--- src/rtl/mux_rr_stream_nch.sv ---
// CH-channel valid/ready stream multiplexer with a round-robin arbiter and a registered output.
// Define MUX_PKT_LOCK_EN to add in_last and hold the grant on one channel until the end of a packet.
module mux_rr_stream_nch #(
    parameter int WIDTH = 8,
    parameter int CH    = 4,
    parameter int SELW  = $clog2(CH)
) (
    input  logic                clk,
    input  logic                rst,
    input  logic [CH*WIDTH-1:0] in_data,
    input  logic [CH-1:0]       in_valid,
    output logic [CH-1:0]       in_ready,
`ifdef MUX_PKT_LOCK_EN
    input  logic [CH-1:0]       in_last,
`endif
    output logic [WIDTH-1:0]    out_data,
    output logic                out_valid,
    output logic [SELW-1:0]     out_sel,
    input  logic                out_ready
);

    logic [SELW-1:0]  rr_ptr;
    logic [CH-1:0]    grant;
    logic [SELW-1:0]  grant_idx;
    logic [WIDTH-1:0] grant_data;
    logic             load;
    logic             xfer;
    logic             found;
    int               best_dist;

    // Distance of channel i from the highest-priority slot (rr_ptr+1), wrapping at CH-1.
    function automatic int rr_dist(input int i, input logic [SELW-1:0] p);
        return (i + CH - 1 - int'(p)) % CH;
    endfunction

    assign load = ~out_valid | out_ready;

`ifdef MUX_PKT_LOCK_EN
    logic lock;
    logic grant_last;
`endif

    // NOTE: every signal written here gets a default first, so no path leaves it unassigned (no latch).
    always_comb begin
        found     = 1'b0;
        best_dist = CH;
        grant_idx = '0;
        for (int i = 0; i < CH; i++) begin
            if (in_valid[i] && rr_dist(i, rr_ptr) < best_dist) begin
                best_dist = rr_dist(i, rr_ptr);
                grant_idx = SELW'(i);
                found     = 1'b1;
            end
        end
`ifdef MUX_PKT_LOCK_EN
        // While a packet is open the grant stays on the channel that started it.
        if (lock) begin
            found     = 1'b1;
            grant_idx = out_sel;
        end
`endif
        grant = '0;
        for (int i = 0; i < CH; i++) begin
            grant[i] = found && (grant_idx == SELW'(i));
        end
    end

    always_comb begin
        grant_data = '0;
        for (int i = 0; i < CH; i++) begin
            if (grant[i]) begin
                grant_data = in_data[i*WIDTH +: WIDTH];
            end
        end
    end

`ifdef MUX_PKT_LOCK_EN
    assign grant_last = |(grant & in_last);
`endif

    assign in_ready = grant & {CH{load}};
    assign xfer     = |(grant & in_valid) & load;

    // NOTE: state registers use non-blocking assignments so every flop samples pre-edge values.
    always_ff @(posedge clk or posedge rst) begin
        if (rst) begin
            out_valid <= 1'b0;
            out_data  <= '0;
            out_sel   <= '0;
            rr_ptr    <= SELW'(CH - 1);
        end else if (load) begin
            out_valid <= xfer;
            if (xfer) begin
                out_data <= grant_data;
                out_sel  <= grant_idx;
`ifdef MUX_PKT_LOCK_EN
                if (grant_last) begin
                    rr_ptr <= grant_idx;
                end
`else
                rr_ptr   <= grant_idx;
`endif
            end
        end
    end

`ifdef MUX_PKT_LOCK_EN
    always_ff @(posedge clk or posedge rst) begin
        if (rst) begin
            lock <= 1'b0;
        end else if (xfer) begin
            lock <= ~grant_last;
        end
    end
`endif

endmodule

--- config.mk ---
export PLATFORM = sky130hd
export DESIGN_NAME = mux_rr_stream_nch
export DESIGN_NICKNAME = d
export VERILOG_FILES = /design/src/rtl/mux_rr_stream_nch.sv
export SDC_FILE = /design/constraint.sdc
export NUM_CORES = 1
export LEC_CHECK = 0
export ABC_AREA = 0
export BUFFER_PORTS_ARGS = -buffer_cell sky130_fd_sc_hd__buf_2
export CORE_MARGIN = 10
export CORE_UTILIZATION = 35
export CTS_BUF_LIST = sky130_fd_sc_hd__clkbuf_8
export CTS_CLUSTER_DIAMETER = 100
export CTS_CLUSTER_SIZE = 8
export DETAILED_ROUTE_END_ITERATION = 16
export HOLD_SLACK_MARGIN = 0.05
export PLACE_DENSITY = 0.7
export SYNTH_ARGS = -nofsm -noshare
export SYNTH_HDL_FRONTEND = slang
export SYNTH_SLANG_ARGS = --single-unit
--- constraint.sdc ---
create_clock -name clk -period 6.2 [get_ports clk]
set_input_delay 0.62 -clock clk [delete_from_list [all_inputs] [get_ports clk]]
set_output_delay 0.62 -clock clk [all_outputs]
set_load 0.05 [all_outputs]
==> summary.md <==
| Metric | Value |
|---|---|
| Diode count | 0 |
| Post-CTS Hold Fix Bufs | 0 |
| Total iterations of the first detailed-routing run | 4 |
| Share of synthesized flip-flops with an asynchronous set or reset | 100% |
| Net count after synthesis | between 150 and 200 |
| Core Area | 2480 µm² |
| Hold WC Path Type | primary input to asynchronous set/reset pin |
| Post-synthesis cell area | approximately 900 µm² |
| Top-level I/O count | 54 |
| Max incr delay on CP | between 0.5 and 0.6 ns |
| Final cell utilization of the core | 49.2% |
| Layout Skew | 0.00554 ns |
| Switching Fraction | 55.4% |
| Top cell by count, worst path | ha_1 |
| Path type of the worst setup path | flop to output port |
| Detail-routed net length per standard cell | between 15 and 20 µm |
| Synth Area per Inst | approximately 8.2 µm² |
| Total number of nets in the final design | 205 |
| Largest net degree at the start of global routing | 14 |
| Routed wire length | 3020 µm |
| Clock power share | 9.7% |
| Wire length of the first global-routing pass | 4980 µm |
| Die Outline Area | 5000 µm² |
| Starting density of the core | about 36% |
| Via count | 1012 |
| Number of maximum-capacitance constraint violations | 0 |
| Highest achievable clock rate | 189 MHz |
| Unrepaired setup endpoints after global routing | false |
| CTS resizes | 0 |
| Final Wtd Congestion | 0.867 |
| # Post-CTS Setup Buffers | 0 |
| Drt drc | 0 |
| Global routing usage summed across all routing layers | 11.8% |
| Internal power | 0.000338 W |
| Synthesis warning total | 0 |
| Number of hold-slack violations in the final timing report | 0 |
| Final setup TNS | 0 ns |
| DIE HEIGHT | 70.7 µm |
| Leakage | 0.634 nW |
| Final clock period utilization by the worst path | a little under nine tenths |
| Share of synthesized area occupied by flip-flops and latches | 36.4% |
| Least-Margin Pin Slew | 0.751 ns |
| Worst supply voltage drop on vdd | 0.000322 V |
| Slowest cell on the critical path | dfstp_2 |
| Floorplan die width | 70.7 µm |
| Share of total power in sequential cells | about a fifth |
| Initial antenna violation count | 0 |
| Number of global-route vias before repair | 1079 |
| Clock latency of the later-clocked register in the worst-skew pair | around 0.25 ns |
| Cell chosen for the clock root | clkbuf_8 |
| Initial drt markers | 30 |
| #FFs+latches synth | 13 |
| CP max FO | 11 |
| HPWL reported at the end of detailed placement | 2510 µm |
| Power density over cell area | between 600 and 700 nW/µm² |
| CTS tree | done |
| Worst setup SP type | flop |
| Overall overflow remaining after global route | 0 |
| Number of H-tree levels | 1 |
| Worst path required time | roughly 5.6 ns |
| Net Switching | 0.000420 W |
| Share of post-route cells with drive strength above 1 | 38.9% |
| Count of input and output buffers | 53 |
| Synthesis-to-finish area growth | 35.3% |
| Count of nets left with antenna violations after detail routing | 0 |
| Endpoint type of the worst setup path | output port |
| Clock transition at path regs | 0.06 ns |
| Number of instances in the synthesized netlist | 110 |
| Final max-slew violation count | 0 |
| Arrival time reported for the critical path endpoint | 4.67 ns |
| Post-layout power | 0.000758 W |
| Maximum clock insertion buffer count | 2 |
| FP Rows | 18 |
| Number of enable-type register cells in the synthesized netlist | 0 |
| Result of the run | completed |
| Final min period | between 5 and 6 ns |
| Clock buffer count from CTS | 3 |
| Via/cell ratio | 5.27 |
| Synth unique cells | 29 |
| Cell breakdown of the critical path | xor2_1 -> ha_1 -> a21oi_1 -> o21a_1 -> nor2_1 -> a21oi_1 -> ha_1 -> and4b_1 -> a22o_2 -> o21a_1 -> ha_1 -> nand2_1 -> a31o_2 -> a21oi_2 -> nand2_1 -> nor2_1 -> buf_2 |
| Power share of the combinational group | 69.4% |
| Setup violators final | 0 |
| Num Clock Sinks | 13 |
| Most instantiated flip-flop cell in the synthesis netlist | dfrtp_1 |
| Worst slew margin | 49.8% |
## kinds of logic (layout without fill, tap and decap cells)
logic type	count (synthesis)	after routing	share of synthesized area, %
AO/OA/AOI/OAI	33	33	26.8
XOR/XNOR	1	1	0.972
adder cells (fa/ha/maj)	3	3	4.17
buffers and inverters	9	61	5.00
flip-flops	13	13	36.4
AND/OR/NAND/NOR	51	51	26.7
## sequential cells by signal (all words and copies together), names as in the netlist
name / cells
out_valid: 1
out_data: 8
out_sel: 2
rr_ptr: 2
## routing by layer
layer | wire, µm | vias up | track usage, %
met1 | 1150 | 470 | 12.2
met3 | 279 | 7 | 4.32
met5 | 0 | - | 0
met2 | 1510 | 35 | 20.2
met4 | 78 | 0 | 6.67
li1 | - | 500 | -
## through the flow
stage                     setup WS [ns]  hold slack (ns)  instance area [µm²]  cells
after floorplan                    1.42            0.496                  901    110
after global placement             1.34            0.458                 1170    188
after detailed placement           1.17            0.472                 1170    188
after CTS                         0.930            0.402                 1220    192
after global routing              0.511            0.432                 1220    192
final                             0.907            0.388                 1220    192
## cells in the final DEF, fill, tap and decap left out, types with 2 or more instances in the layout
master,count
a21o_1,2
a21oi_1,2
and3_1,8
buf_2,53
clkbuf_8,3
dfrtp_1,11
dfstp_2,2
ha_1,3
inv_1,5
nand2_1,27
nand2b_1,3
nor2_1,7
nor2b_1,2
o21a_1,4
o21ai_1,9
o221ai_1,9
## power by group through the flow
stage                     Combinational (W)  Sequential [W]   Clock, W
final                              0.000526        0.000158  0.0000736
after global routing               0.000581        0.000165  0.0000788
after CTS                          0.000528        0.000158  0.0000754
after detailed placement           0.000527        0.000159          0
after global placement             0.000514        0.000157          0
after floorplan                    0.000297        0.000272          0
## critical path: cells and delay by family, from the launching register on
family | cells | cell delay (ns)
AO/OA/AOI/OAI | 7 | 1.90
flip-flops | 1 | 0.58
buffers and inverters | 1 | 0.28
XOR/XNOR | 1 | 0.27
AND/OR/NAND/NOR | 5 | 0.58
adder cells (fa/ha/maj) | 3 | 0.78
## cell type report
| cell class | instances | area [µm²] |
|---|---|---|
| Fill cell | 242 | 1260 |
| Multi-Input combinational cell | 88 | 528 |
| Sequential cell | 13 | 328 |
| Timing Repair Buffer | 53 | 265 |
| Clock buffer | 3 | 41.3 |
| Tap cell | 30 | 37.5 |
| Inverter | 4 | 15.0 |
| Clock inverter | 1 | 3.75 |
## cells in the mapped netlist, types with 2 or more instances
cell	instances	share of area, %
o21ai_1	9	5.0
nand2_1	27	11
ha_1	3	4.2
nor2b_1	2	1.4
dfstp_2	2	5.8
nand2b_1	3	2.1
buf_2	3	1.7
a21o_1	2	1.7
a21oi_1	2	1.1
inv_1	4	1.7
o221ai_1	9	8.8
dfrtp_1	11	31
nor2_1	7	2.9
and3_1	8	5.6
o21a_1	4	3.3
## final timing paths
kind                             start           to  slack [ns]  cells past startpoint
setup / recovery             rr_ptr[0]  in_ready[0]        0.91                     17
hold / removal                     rst  out_data[0]        0.39                      2
setup reg to reg             rr_ptr[0]  out_data[5]        1.82                     16
hold reg to reg            out_data[5]  out_data[5]        0.48                      2
max in group asynchronous          rst    rr_ptr[1]        5.45                      2
min in group clk           out_data[5]  out_data[5]        0.48                      2
Note: power is estimated with default switching activity, not from simulation.
